`src/rtl/mod_segment_scheduler.sv`:
```
// Segment playback scheduler: steps a sample index through one of two segments
// at a programmable rate, swapping segments immediately (infinite mode) or at
// the end of the current cycle followed by a counted number of loops and a halt.

package mod_segment_scheduler_pkg;

    typedef struct packed {
        logic        REQ_RD_SEGMENT;
        logic [14:0] CYCLE_0;
        logic [14:0] CYCLE_1;
        logic [31:0] FREQ_DIV_0;
        logic [31:0] FREQ_DIV_1;
        logic [31:0] REP;
    } mod_settings_t;

endpackage

module mod_segment_scheduler
    import mod_segment_scheduler_pkg::*;
#(
    parameter logic [31:0] INFINITE_REP = 32'hFFFF_FFFF
) (
    input  logic          CLK,
    input  logic          RESET_N,
    input  logic          UPDATE,
    input  mod_settings_t SETTINGS,
    output logic          SEGMENT,
    output logic [14:0]   IDX,
    output logic          IDX_ADV,
    output logic          STOP
);

    typedef enum logic [1:0] {
        ST_RUN,
        ST_WAIT,
        ST_FINITE,
        ST_HALT
    } state_t;

    state_t        state;
    state_t        state_next;
    mod_settings_t cfg;
    mod_settings_t cfg_next;
    logic          pending_seg;
    logic          pending_seg_next;
    logic [31:0]   div;
    logic [31:0]   div_next;
    logic [31:0]   loop_cnt;
    logic [31:0]   loop_next;
    logic          segment_next;
    logic [14:0]   idx_next;
    logic          idx_adv_next;
    logic          stop_next;

    logic [14:0]   cur_cycle;
    logic [31:0]   cur_freq;
    logic [31:0]   cur_div_last;
    logic          terminal;
    logic          wrap;

    // Active segment parameters and the divider terminal / cycle wrap events.
    // Comparisons use >= so that shrinking a parameter below the live counter
    // value makes the counter wrap at its next step instead of running away.
    always_comb begin
        cur_cycle    = SEGMENT ? cfg.CYCLE_1 : cfg.CYCLE_0;
        cur_freq     = SEGMENT ? cfg.FREQ_DIV_1 : cfg.FREQ_DIV_0;
        cur_div_last = (cur_freq == 32'd0) ? 32'd0 : cur_freq - 32'd1;
        terminal     = (state != ST_HALT) && (div >= cur_div_last);
        wrap         = terminal && (IDX >= cur_cycle);
    end

    // Next-state logic: the divider/wrap event is evaluated first with the
    // settings currently held, then an UPDATE overrides whatever it touches.
    always_comb begin
        // NOTE: every signal gets a default before any branch so no path
        // leaves a variable unassigned, which would otherwise infer a latch.
        state_next       = state;
        cfg_next         = cfg;
        pending_seg_next = pending_seg;
        segment_next     = SEGMENT;
        idx_next         = IDX;
        div_next         = div;
        loop_next        = loop_cnt;
        idx_adv_next     = 1'b0;
        stop_next        = STOP;

        case (state)
            ST_RUN, ST_WAIT, ST_FINITE: begin
                if (!terminal) begin
                    div_next = div + 32'd1;
                end else begin
                    div_next = 32'd0;
                    if (!wrap) begin
                        idx_next     = IDX + 15'd1;
                        idx_adv_next = 1'b1;
                    end else if (state == ST_WAIT) begin
                        // Pending swap lands on the cycle boundary of the
                        // outgoing segment; the new segment starts counting loops.
                        segment_next = pending_seg;
                        idx_next     = 15'd0;
                        loop_next    = 32'd0;
                        idx_adv_next = 1'b1;
                        state_next   = ST_FINITE;
                    end else if ((state == ST_FINITE) && (loop_cnt == cfg.REP)) begin
                        // Last repetition done: freeze on the final sample.
                        div_next   = div;
                        stop_next  = 1'b1;
                        state_next = ST_HALT;
                    end else begin
                        idx_next     = 15'd0;
                        idx_adv_next = 1'b1;
                        if ((state == ST_FINITE) && (loop_cnt != 32'hFFFF_FFFF)) begin
                            loop_next = loop_cnt + 32'd1;
                        end
                    end
                end
            end
            default: begin
                // Halted: counters frozen until an UPDATE arrives.
            end
        endcase

        if (UPDATE) begin
            cfg_next = SETTINGS;
            if (SETTINGS.REQ_RD_SEGMENT != SEGMENT) begin
                if (SETTINGS.REP == INFINITE_REP) begin
                    segment_next = SETTINGS.REQ_RD_SEGMENT;
                    idx_next     = 15'd0;
                    div_next     = 32'd0;
                    loop_next    = 32'd0;
                    idx_adv_next = 1'b0;
                    stop_next    = 1'b0;
                    state_next   = ST_RUN;
                end else begin
                    // Finite request: keep playing the current segment to its
                    // wrap, then swap; leaving HALT resumes counting for that.
                    pending_seg_next = SETTINGS.REQ_RD_SEGMENT;
                    stop_next        = 1'b0;
                    state_next       = ST_WAIT;
                end
            end else if (SETTINGS.REP == INFINITE_REP) begin
                stop_next  = 1'b0;
                state_next = ST_RUN;
            end
        end
    end

    // FSM state register.
    always_ff @(posedge CLK) begin
        // NOTE: sequential state uses non-blocking assignments so every
        // register samples pre-edge values regardless of statement order.
        if (!RESET_N) begin
            state <= ST_RUN;
        end else begin
            state <= state_next;
        end
    end

    // Datapath and output registers; reset also discards any pending swap.
    always_ff @(posedge CLK) begin
        if (!RESET_N) begin
            cfg         <= '0;
            pending_seg <= 1'b0;
            div         <= 32'd0;
            loop_cnt    <= 32'd0;
            SEGMENT     <= 1'b0;
            IDX         <= 15'd0;
            IDX_ADV     <= 1'b0;
            STOP        <= 1'b0;
        end else begin
            cfg         <= cfg_next;
            pending_seg <= pending_seg_next;
            div         <= div_next;
            loop_cnt    <= loop_next;
            SEGMENT     <= segment_next;
            IDX         <= idx_next;
            IDX_ADV     <= idx_adv_next;
            STOP        <= stop_next;
        end
    end

endmodule

```
`config.mk`:
```
export PLATFORM = sky130hd
export DESIGN_NAME = mod_segment_scheduler
export DESIGN_NICKNAME = d
export VERILOG_FILES = /design/src/rtl/mod_segment_scheduler.sv
export SDC_FILE = /design/constraint.sdc
export NUM_CORES = 1
export LEC_CHECK = 0
export CORE_AREA = 2 2 189 191
export CTS_BUF_LIST = sky130_fd_sc_hd__clkbuf_16
export DETAILED_ROUTE_END_ITERATION = 16
export DIE_AREA = 0 0 191 193
export GPL_ROUTABILITY_DRIVEN = 0
export PLACE_DENSITY = 0.62
export SETUP_SLACK_MARGIN = 0.05
export SYNTH_ARGS = -nofsm -noshare
export SYNTH_HDL_FRONTEND = slang
export SYNTH_SLANG_ARGS = --single-unit
```
`constraint.sdc`:
```
create_clock -name CLK -period 8.9 [get_ports CLK]
set_clock_uncertainty 0.1 [all_clocks]
set_input_delay 1.335 -clock CLK [delete_from_list [all_inputs] [get_ports CLK]]
set_output_delay 1.335 -clock CLK [all_outputs]
set_load 0.005 [all_outputs]
```
==> qor.yml, run 1 <==
synth-simple-area-share_pct: 25.78
synthAdderAreaFrac_pct: 5.421
cts_root_buf: "clkbuf_16"
reg2reg_from: "SEGMENT"
synth_largest_area_cell: "dfxtp_1"
reg2reg_slack_ns: 2.27
ctsResizeCount: 0
critPathLaunch: "SEGMENT"
synth_compound_area_share_pct: 10.09
dp_slack_ns: 2.269
die_h_um: 193
synth_seq_cells: 211
die-area_mm2: 0.03686
arrival_ns: 6.92
drtAntennaViolNets: 0
final.setup.tns_ns: 0
synth-xor-area-share_pct: 5.400
synth_async_sr_flop_share_pct: 0
layout.nets: 1657
synth.distinct_cells: 74
synth_top_area_share_pct: 35.20
globalRouteTotalUtil_pct: 16.70
worstSetupStartpointType: "register"
r2r_cells: 17
totalPowerFinal_mw: 2.315
period_needed_ns: 6.629
setup_viol: 0
vias: 10084
status: "complete, no violations"
power.density_mw_per_mm2: 158.0
grt_pass1_wl_mm: 50.67
ys.flop_type: "dfxtp_1"
worstMarginPinSlew_ns: 1.075
grt_start_max_net_pins: 82
muxShareOfSynthArea_pct: 15.24
synth_warnings: 0
crit_end: "div[30]"
cts.clk_slew.worst_paths_ns: 0.06
gr-total-overflow: 0
syn-cell-area_mm2: 0.01200
crit_type: "register to register"
drt-wirelength-per-cell_um: 15.88
routed_wl_mm: 31.02
io_buffers: 147
pin_count: 148
netlist_instances: 1362
hold_path.class: "register to register"
numCtsBuffers: 26
yosysSeqAreaShare_pct: 35.20
dp_hpwl_mm: 22.76
synth_top_family_by_area: "simple AND/OR/NAND/NOR gates"
crit_fanout: 55
r2r_end: "div[30]"
end_kind: "register"
tritoncts: "built"
p_leak_nw: 5.739
die_x_um: 191
rsz0062_at_grt: "no"
ir_worst_vdd_mv: 0.1188
start_util_pct: 34.32
placed_cells: 1908
final_cells: 1953
drtIter0Drc: 419
final_util_pct: 41.90
drive_above_1_share_pct: 4.960
drc: 0
crit_required_ns: 9.19
max_freq_mhz: 150.8
relSlewSlack_pct: 27.95
first_global_vias: 9779
final.period_utilization_pct: 74.49
clock-sinks: 211
rows: 69
synth_area_leaders: "dfxtp_1 35%, mux2i_1 15%, nor2b_1 6.8%"
htree_levels: 1
post_cts.repair.setup_buffers: 0
n_fill_cell: 3509
hold_violations: 0
antenna_found_initial: 0
syn2layout_area_growth_pct: 22.08
vias_per_cell: 5.163
worstSkewPairLatency_ns: 0.52
setup_ws_ns: 2.271
antenna_cells: 0
drt_pass1_iterations: 5
slew_violations: 0
syn_nets: 1544
syn_area_per_cell_um2: 8.812
clk_path_buf_depth: 3
synth_edf_count: 0
core_area_mm2: 0.03496
maxCapViolations: 0
ctsHoldBuffers: 0
-- worst max-delay path: stages, from the launching register on --
cell     delay, ns
dfxtp_4       0.63
buf_4         0.61
or3b_1        0.43
and2_1        0.19
nor4b_1       0.72
nand3_1       0.36
or3_1         0.45
xnor2_1       0.14
nand2_1       0.07
ha_1          0.28
nand4_1       0.16
nor2_1        0.06
a221o_1       0.31
a211o_1       0.38
nor2_1        0.65
o21ai_1       0.53
o21ai_0       0.33
a21oi_1       0.09
-- cell usage after synthesis (all sizes together), types with 4 or more instances --
library cell and n:
a221o 4, nor2 90, mux2 6, xnor2 26
dfxtp 211, and2 9, buf 32, nor2b 131
a22oi 6, o211ai 4, xor2 48, inv 15
and3 23, or4 5, nor4 17, nand2 100
a21o 6, or3 17, nor3b 10, or2 4
mux2i 176, o211a 4, a41oi 7, nand2b 7
a31oi 20, a21oi 53, o21a 5, clkbuf 39
ha 52, a311oi 6, nand4 34, nand3 59
nand3b 8, o21ai 39, nor3 47
-- registers in the layout, summed over array words and instances (netlist names) --
signal	cells
cfg	126
state	2
SEGMENT	1
STOP	1
IDX_ADV	1
div	32
IDX	15
pending_seg	1
loop_cnt	32
-- routing by layer --
metal	GRT usage, %	vias up	part of all wire, %
li1	-	5143	-
met1	22.35	4695	48
met2	28.51	213	46
met3	2.516	33	4.7
met4	3.488	0	1.3
met5	0	-	0
-- worst min path at each step --
stage	startpoint	end	depth (start not counted)
2_1_floorplan	div[31]	div[31]	2
3_3_place_gp	STOP	STOP	2
3_5_place_dp	STOP	STOP	2
4_1_cts	STOP	STOP	2
5_1_grt	STOP	STOP	2
6_report	STOP	STOP	2
-- placed cells by master, fill, tap and decap left out, drive strengths merged, types with 7 or more instances in the layout --
| cell | count |
|---|---|
| a31oi | 20 |
| dfxtp | 211 |
| buf | 11 |
| inv | 23 |
| and3 | 23 |
| nor2 | 90 |
| or3 | 17 |
| clkdlybuf4s50 | 145 |
| nand3 | 59 |
| nand4 | 34 |
| xnor2 | 26 |
| nor3b | 10 |
| a41oi | 7 |
| a21oi | 53 |
| xor2 | 48 |
| nor3 | 47 |
| nand2 | 100 |
| nor4 | 17 |
| mux2i | 176 |
| ha | 52 |
| and2 | 9 |
| clkinv | 8 |
| nand3b | 8 |
| nor2b | 131 |
| clkbuf | 27 |
| o21ai | 39 |
| nand2b | 7 |
-- stage by stage --
| step | hold slack (ns) | instance area, µm² |
|---|---|---|
| after detailed placement | 0.3728 | 13850 |
| after global routing | 0.4283 | 14650 |
| after floorplan | 0.3616 | 12000 |
| after global placement | 0.3647 | 13850 |
| after CTS | 0.3873 | 14650 |
| final | 0.3828 | 14650 |
-- power breakdown --
| part | internal (mW) | switching [mW] | leakage [nW] |
|---|---|---|---|
| Combinational | 0.156 | 0.146 | 3.59 |
| Sequential | 0.983 | 0.0296 | 1.73 |
| Clock | 0.600 | 0.400 | 0.422 |
| Total | 1.74 | 0.576 | 5.74 |
-- layout make-up --
cell class / count / area, µm² / share of cell area, %
well taps: 461 / 576.8 / 3.937
multi-input cells: 1065 / 7450 / 50.85
flip-flops and latches: 211 / 4228 / 28.86
repair buffers: 156 / 1535 / 10.48
clock inverters: 18 / 130.1 / 0.8881
inverters: 15 / 56.30 / 0.3843
clock buffers: 27 / 675.6 / 4.611
-- kinds of logic after synthesis --
logic type / count (synthesis)
fa+ha+maj: 52
simple gates: 574
flops: 211
buf+inv: 86
xor+xnor: 74
compound gates: 183
mux: 182
Note: power is estimated with default switching activity, not from simulation.
==> run 2: changes to the inputs <==
==> constraint.sdc (replaced) <==
create_clock -name CLK -period 6.71 [get_ports CLK]
set_clock_uncertainty 0.1 [all_clocks]
set_input_delay 1.0065 -clock CLK [delete_from_list [all_inputs] [get_ports CLK]]
set_output_delay 1.0065 -clock CLK [all_outputs]
set_load 0.005 [all_outputs]
==> qor.yml, run 2 (synthesis results as in run 1) <==
status: "complete, no violations"
hold_path_depth: 2
worstMarginPinSlew_ns: 1.094
worstSetupStartpointType: "register"
crit_fanout: 36
start_util_pct: 34.32
arrival_ns: 6.27
hold_path.class: "register to register"
die-area_mm2: 0.03686
layout_commonest_cell: "dfxtp_1"
cts.clk_slew.worst_paths_ns: 0.07
place_area_mm2: 0.01386
antenna_found_initial: 0
io_buffers: 147
vias: 10153
reg2reg_slack_ns: 0.75
rsz0062_at_grt: "no"
drt-met1-wl_mm: 14.89
post_cts.repair.setup_buffers: 0
end_kind: "register"
antenna_cells: 0
largest_reg_flops: 126
routed_wl_mm: 31.75
relSlewSlack_pct: 26.64
setup_viol: 0
rows: 69
post-route-cell-area_mm2: 0.01472
totalPowerFinal_mw: 3.155
r2r_cells: 18
p_leak_nw: 5.753
grt_start_max_net_pins: 78
crit_type: "register to register"
slew_violations: 0
tritoncts: "built"
largest-register: "cfg"
pin_count: 148
ir_worst_vdd_mv: 0.1618
drc: 0
hold_violations: 0
die_x_um: 191
ctsResizeCount: 0
dp_hpwl_mm: 23.17
grt_pass1_wl_mm: 50.84
layout.nets: 1659
max_freq_mhz: 167.7
power.density_mw_per_mm2: 214.4
route.top_layer_used: "met4"
numCtsBuffers: 26
vias_per_cell: 5.185
core_area_mm2: 0.03496
clk_path_buf_depth: 3
layout_common_cells: "210 x dfxtp_1, 176 x mux2i_1, 145 x clkdlybuf4s50_1"
first_global_vias: 9585
clock-sinks: 211
drive_above_1_share_pct: 5.544
crit_required_ns: 7.01
drt-wirelength-per-cell_um: 16.21
ctsHoldBuffers: 0
period_needed_ns: 5.963
drtIter0Drc: 672
syn2layout_area_growth_pct: 22.63
gr-total-overflow: 0
wl_met2_mm: 14.66
top_regs: "cfg: 126 flops, div: 32 flops, loop_cnt: 32 flops"
globalRouteTotalUtil_pct: 16.92
whs_ns: 0.3998
final.period_utilization_pct: 88.87
wl_met3_mm: 1.630
htree_levels: 1
worstSkewPairLatency_ns: 0.54
drt_pass1_iterations: 5
final.setup.tns_ns: 0
die_h_um: 193
maxCapViolations: 0
drtAntennaViolNets: 0
cts_root_buf: "clkbuf_16"
run 2: changes by cell type in the layout (fill, tap and decap cells not counted), moves of 2 or more:
cell        before  now
clkinvlp_4       0    2
clkinv_4         0    2
inv_1           22   17
buf_4            9   11
clkinv_2         2    5
run 2: critical path, stage by stage, from the launching register on:
cell and delay, ns:
dfxtp_4 0.46, buf_4 0.25, or4_1 0.45, a222oi_1 0.47
and3_1 0.34, nand2_1 0.13, or3_4 0.38, nor3_2 0.14
xnor2_1 0.13, nand2_1 0.08, ha_1 0.30, nand4_1 0.16
nor2_1 0.06, a221o_1 0.32, a211o_1 0.36, nor2_1 0.72
o21ai_1 0.55, o21ai_0 0.33, a21oi_1 0.09
run 2: layer usage:
| layer | global-route usage, % | vias to the layer above |
|---|---|---|
| met5 | 0 | - |
| met2 | 28.23 | 228 |
| met4 | 4.174 | 0 |
| met3 | 2.462 | 39 |
| li1 | - | 5140 |
| met1 | 22.98 | 4746 |
run 2: final timing paths:
check	startpoint	end
setup / recovery	SEGMENT	div[30]
hold / removal	STOP	STOP
setup reg to reg	SEGMENT	div[30]
hold reg to reg	STOP	STOP
run 2: layout make-up:
class / count / area (µm²)
multi-input combinational: 1065 / 7450
clock inverter: 21 / 181.4
tap: 461 / 576.8
fill: 3433 / 20250
inverter: 15 / 56.30
clock buffer: 27 / 675.6
sequential: 211 / 4228
timing repair buffer: 158 / 1550
run 2: power breakdown:
part,switching [mW],internal [mW]
clock network,0.564,0.842
logic,0.194,0.208
registers,0.0437,1.30
run 2: stage by stage:
step | util [%] | setup slack, ns | instances
6_report | 42.09 | 0.7466 | 1958
5_1_grt | 42.09 | 0.2659 | 1958
4_1_cts | 42.09 | 0.8590 | 1958
3_5_place_dp | 39.64 | 0.8824 | 1910
3_3_place_gp | 39.64 | 1.011 | 1910
2_1_floorplan | - | 1.260 | 1362
==> variant 1: new RTL, settings of run 2 <==
Reset style: asynchronous (`RESET_N`), changed in 2 clocked blocks.
--- a/src/rtl/mod_segment_scheduler.sv
+++ b/src/rtl/mod_segment_scheduler.sv
@@ -147,5 +147,5 @@
 
     // FSM state register.
-    always_ff @(posedge CLK) begin
+    always_ff @(posedge CLK or negedge RESET_N) begin
         // NOTE: sequential state uses non-blocking assignments so every
         // register samples pre-edge values regardless of statement order.
@@ -158,5 +158,5 @@
 
     // Datapath and output registers; reset also discards any pending swap.
-    always_ff @(posedge CLK) begin
+    always_ff @(posedge CLK or negedge RESET_N) begin
         if (!RESET_N) begin
             cfg         <= '0;
Function: differs if RESET_N is asserted again (counterexample within 4 cycles, from zero or initial values and one cycle with RESET_N low); with RESET_N held inactive, the same outputs for 4 cycles.
==> variant 1 against run 2 <==
  * Global-route usage is 0.81 points higher
  * Non-clock buffer count up 6
  * Worst setup slack improved by 0.0081 ns
  * Sequential power increased by 9.6%
  * Synthesized area grew 3.6%
  * Maximum frequency increased by 0.14%
  * Sequential cell count did not move
  * Total power is 1.8% higher
  * Worst hold slack better by 0.0032 ns
  * Routed wire length rose by 1.5%
  * Final area is 3.2% higher
  * Critical path type unchanged
==> variant 1: results (changes against run 2) <==
Synth
  • Mux contribution to synthesized area: 15.1% (-0.13 points)
  • Mapped Nets: 1403 (-9.1%)
  • Yosys cell types: 68 (-8.1%)
  • Ys flop type: dfrtp_1
  • Post-synth ARST share: 100% (+100 points)
  • Commonest cells in the netlist: dfrtp_1, mux2_2, nand2_1, a21oi_1, nor2_1
  • Adder-cell share of the synthesized area: 5.23% (-0.19 points)
  • Register area share after synthesis: 42.5% (+7.3 points)
  • Xor/xnor share of the synthesized area: 4.30% (-1.1 points)
  • Mapped Cells: 1221 (-10%)
  • Largest cells by area after synthesis: dfrtp_1, mux2_2, ha_1
  • Compound-Gate Fraction of Synth Area: 11.4% (+1.3 points)

Status
  • Status: complete, no violations

Global route
  • Largest net degree at the start of global routing: 117 (+50%)
  • Met3 usage: 2.05% (-0.42 points)
  • GRT Util Overall: 17.7% (+0.81 points)
  • Gr busiest metal: met2
  • Global-route wire length before repair: 52900 um (+4.0%)
  • Vias in the first global route: 9972 (+4.0%)
  • Global-route met1 utilization: 25.4% (+2.4 points)
  • Grt met2 use: 28.7% (+0.42 points)

Drt
  • DRT iter0 DRCs: 529 (-21%)
  • Drt via density: 5.50 (+6.1%)
  • Metal2 WL: 14600 um (-0.25%)
  • Drt wl/cell: 17.5 um (+8.2%)
  • Metal3 WL: 1480 um (-9.4%)
  • Detailed Route WL: 32200 um (+1.5%)
  • DRT Pass-1 Iters: 4 (-1)

Cells and area
  • Top Registers: cfg x126, div x32, loop_cnt x32
  • Nets: 1540 (-7.2%)
  • Share of cells above drive strength 1: 14.6% (+9.1 points)

Placed design
  • Post-DP HPWL: 23700 um (+2.2%)
  • Dpl cells: 1791 (-6.2%)

Setup path
  • Worst path slowest cell: dfrtp_4
  • R2r worst-path depth: 16 (-2)
  • Data arrival time of the worst path: 6.32 ns (+0.05 ns)
  • FF-to-FF Start: SEGMENT$_DFF_PN0_
  • Critical path endpoint: loop_cnt[14]$_DFF_PN0_
  • Max FO, Critical Path: 41 (+14%)
  • Crit-path max cell delay: 0.75 ns (+0.03 ns)

Pwr
  • Leakage power: 6.04 nW (+5.1%)
  • Maximum vdd ir drop: 0.000170 V (+5.1%)
  • Flop pwr share: 46.0% (+3.3 points)
  • Cell Int Power: 2.37 mW (+0.50%)
  • PnR Total Power: 3.21 mW (+1.8%)

Timing
  • Slew @ Worst Pin: 1.03 ns (-0.0677 ns)
-- variant 1: cell count changes in the layout (fill, tap and decap cells not counted), sizes merged, moves of 9 or more --
cell / delta
xnor2: +25
a21oi: +9
nand3: -9
inv: +15
mux2: +125
nor2: -29
mux2i: -136
nor2b: -128
o31ai: +18
xor2: -38
dfxtp: -211
nand2: -14
or4: +25
dfrtp: +211
-- variant 1: repair_timing --
| item | in CTS | in global routing |
|---|---|---|
| endpoints found under the hold margin | 0 | 0 |
| resized for setup | 0 | 1 |
| hold buffers | 0 | 0 |
| setup endpoints to repair | 0 | 1 |
-- variant 1: area by class of cell --
cell class | count | area [sq um]
Timing Repair Buffer | 164 | 1610
Sequential cell | 211 | 5280
Inverter | 25 | 93.8
Clock buffer | 26 | 651
Clock inverter | 21 | 125
Fill cell | 3368 | 19800
Tap cell | 461 | 577
Multi-Input combinational cell | 930 | 6840
-- variant 1: how the worst min path moves through the flow --
| stage | cells past startpoint | slack [ns] | end | start |
|---|---|---|---|---|
| detailed placement | 2 | 0.39 | STOP$_DFF_PN0_ | STOP$_DFF_PN0_ |
| CTS | 1 | 0.41 | cfg[121]$_DFFE_PN0P_ | cfg[121]$_DFFE_PN0P_ |
| floorplan | 2 | 0.37 | pending_seg$_DFFE_PN0P_ | pending_seg$_DFFE_PN0P_ |
| global placement | 1 | 0.39 | cfg[111]$_DFFE_PN0P_ | cfg[111]$_DFFE_PN0P_ |
| global route | 1 | 0.41 | cfg[115]$_DFFE_PN0P_ | cfg[115]$_DFFE_PN0P_ |
| finish | 1 | 0.40 | cfg[121]$_DFFE_PN0P_ | cfg[121]$_DFFE_PN0P_ |
-- variant 1: cell families (layout without fill, tap and decap cells) --
| logic type | Yosys count | in the layout |
|---|---|---|
| and+or+nand+nor | 433 | 433 |
| adders and majority gates | 52 | 52 |
| DFF | 211 | 211 |
| AOI/OAI and AO/OA | 213 | 213 |
| xor gates and xnor gates | 61 | 61 |
| buffers and inverters | 80 | 236 |
| muxes | 171 | 171 |
-- variant 1: metrics by stage --
step | setup WS, ns | hold WS [ns]
after floorplan | 0.774 | 0.370
after global placement | 0.898 | 0.386
after detailed placement | 0.644 | 0.393
after CTS | 0.635 | 0.407
after global routing | 0.165 | 0.410
final | 0.755 | 0.403
-- variant 1: worst max-delay path: cells and delay by family, from the launching register on --
family                     cells  cell delay, ns
AOI/OAI and AO/OA              5            1.37
xor gates and xnor gates       1            0.16
adders and majority gates      1            0.31
buffers and inverters          1            0.23
DFF                            1            0.75
muxes                          1            0.51
and+or+nand+nor                7            2.42
==> variant 2: new RTL, config.mk and constraints of run 2 <==
Made on the original files. Set the parameter `INFINITE_REP` to 32'hBFFFFFFF (it was 32'hFFFF_FFFF).
--- a/src/rtl/mod_segment_scheduler.sv
+++ b/src/rtl/mod_segment_scheduler.sv
@@ -19,5 +19,5 @@
     import mod_segment_scheduler_pkg::*;
 #(
-    parameter logic [31:0] INFINITE_REP = 32'hFFFF_FFFF
+    parameter logic [31:0] INFINITE_REP = 32'hBFFFFFFF
 ) (
     input  logic          CLK,
Check against the original RTL: not equivalent (a bounded check fails within 4 cycles, from zero or initial values and one cycle with RESET_N low).
==> variant 2 against run 2 <==
  * Critical path type unchanged
  * Count of clock-buffer cells in the layout down 1
  * Worst setup slack better by 0.016 ns
  * Via count up 7.9%
  * Largest cell class unchanged
  * Synthesized area up 2.3%
  * Final cell count up 1.6%
  * Core utilization up 0.59 points
  * Total power up 0.16%
  * Final area up 1.4%
  * Critical endpoint is now loop_cnt[5]$_SDFF_PN0_
  * Routed wire length up 6.8%
  * Sequential cell count unchanged
==> variant 2: results (changes against run 2) <==
Setup path
  • Worst path slowest cell: o211ai_4
  • Crit-path max cell delay: 0.96 ns (+0.24 ns)
  • Data arrival time of the worst path: 6.26 ns (about the same)
  • Kind of critical path: flip-flop to flip-flop
  • R2r worst-path depth: 15 (-3)
  • R2r setup slk: 0.76 ns (+0.02 ns)
  • CP top delay family: compound AO/OA/AOI/OAI gates
  • Critical path endpoint: loop_cnt[5]$_SDFF_PN0_

Synth
  • Adder-cell share of the synthesized area: 5.30% (-0.12 points)
  • Yosys cell types: 86 (+16%)
  • Mapped Nets: 1586 (+2.7%)
  • Xor/xnor share of the synthesized area: 4.07% (-1.3 points)
  • Mapped Cells: 1404 (+3.1%)
  • Mux contribution to synthesized area: 14.4% (-0.86 points)
  • Commonest cells in the netlist: dfxtp_1, nor2_1, mux2i_1, nand2_1, a21oi_1
  • Largest cells by area after synthesis: dfxtp_1, mux2i_1, nor2_1

Drt
  • Via count: 11000 (+7.9%)
  • Metal2 WL: 15200 um (+3.4%)
  • DRT iter0 DRCs: 889 (+32%)
  • Metal3 WL: 1750 um (+7.1%)
  • DRT Pass-1 Iters: 5 (unchanged)

Placed design
  • Worst slack at placement: 0.849 ns (-0.0336 ns)
  • Post-DP HPWL: 24800 um (+6.9%)
  • Dpl cells: 1947 (+1.9%)

Cells and area
  • Nets: 1695 (+2.2%)
  • Final non-filler cell total: 1990 (+1.6%)
  • Share of cells above drive strength 1: 6.08% (+0.54 points)

Pwr
  • Maximum vdd ir drop: 0.000143 V (-12%)
  • Switch share: 25.5% (+0.064 points)
  • Leakage power: 5.59 nW (-2.8%)

Timing
  • Final hold slack: 0.390 ns (-0.00996 ns)
  • Period minus WS final: 5.95 ns (-0.0157 ns)
  • Worst slew margin: 26.5% (-0.17 points)

Global route
  • Global-route wire length before repair: 54700 um (+7.5%)
  • Met3 usage: 2.23% (-0.24 points)
  • Vias in the first global route: 10400 (+9.0%)
  • Grt met2 use: 29.3% (+1.1 points)
  • Largest net degree at the start of global routing: 88 (+13%)
  • Global-route met1 utilization: 24.5% (+1.5 points)
  • GRT Util Overall: 17.9% (+1.0 points)

CTS
  • Total CTS buffers: 25 (-3.8%)

Hold path
  • WHS Endpoint: cfg[99]$_SDFFE_PN0P_

Status
  • Status: complete, no violations
[variant 2: power by group through the flow]
stage	clock network [mW]	logic, mW	registers [mW]
3_5_place_dp	0	0.420	1.38
2_1_floorplan	0	0.274	1.36
4_1_cts	1.42	0.422	1.35
3_3_place_gp	0	0.412	1.37
6_report	1.39	0.420	1.35
5_1_grt	1.47	0.466	1.35
[variant 2: kinds of logic (layout without fill, tap and decap cells)]
kind of cell,after synthesis,after routing
AO/OA/AOI/OAI,268,268
XOR/XNOR,57,57
adder cells (fa/ha/maj),52,52
buffers and inverters,103,228
flip-flops,211,211
multiplexers,176,176
AND/OR/NAND/NOR,537,537
[variant 2: final cells by class]
| type | count | area (sq um) |
|---|---|---|
| timing repair buffer | 161 | 1590 |
| inverter | 24 | 91.3 |
| tap | 461 | 577 |
| multi-input combinational | 1090 | 7610 |
| clock buffer | 26 | 651 |
| sequential | 211 | 4230 |
| clock inverter | 17 | 178 |
| fill | 3457 | 20000 |
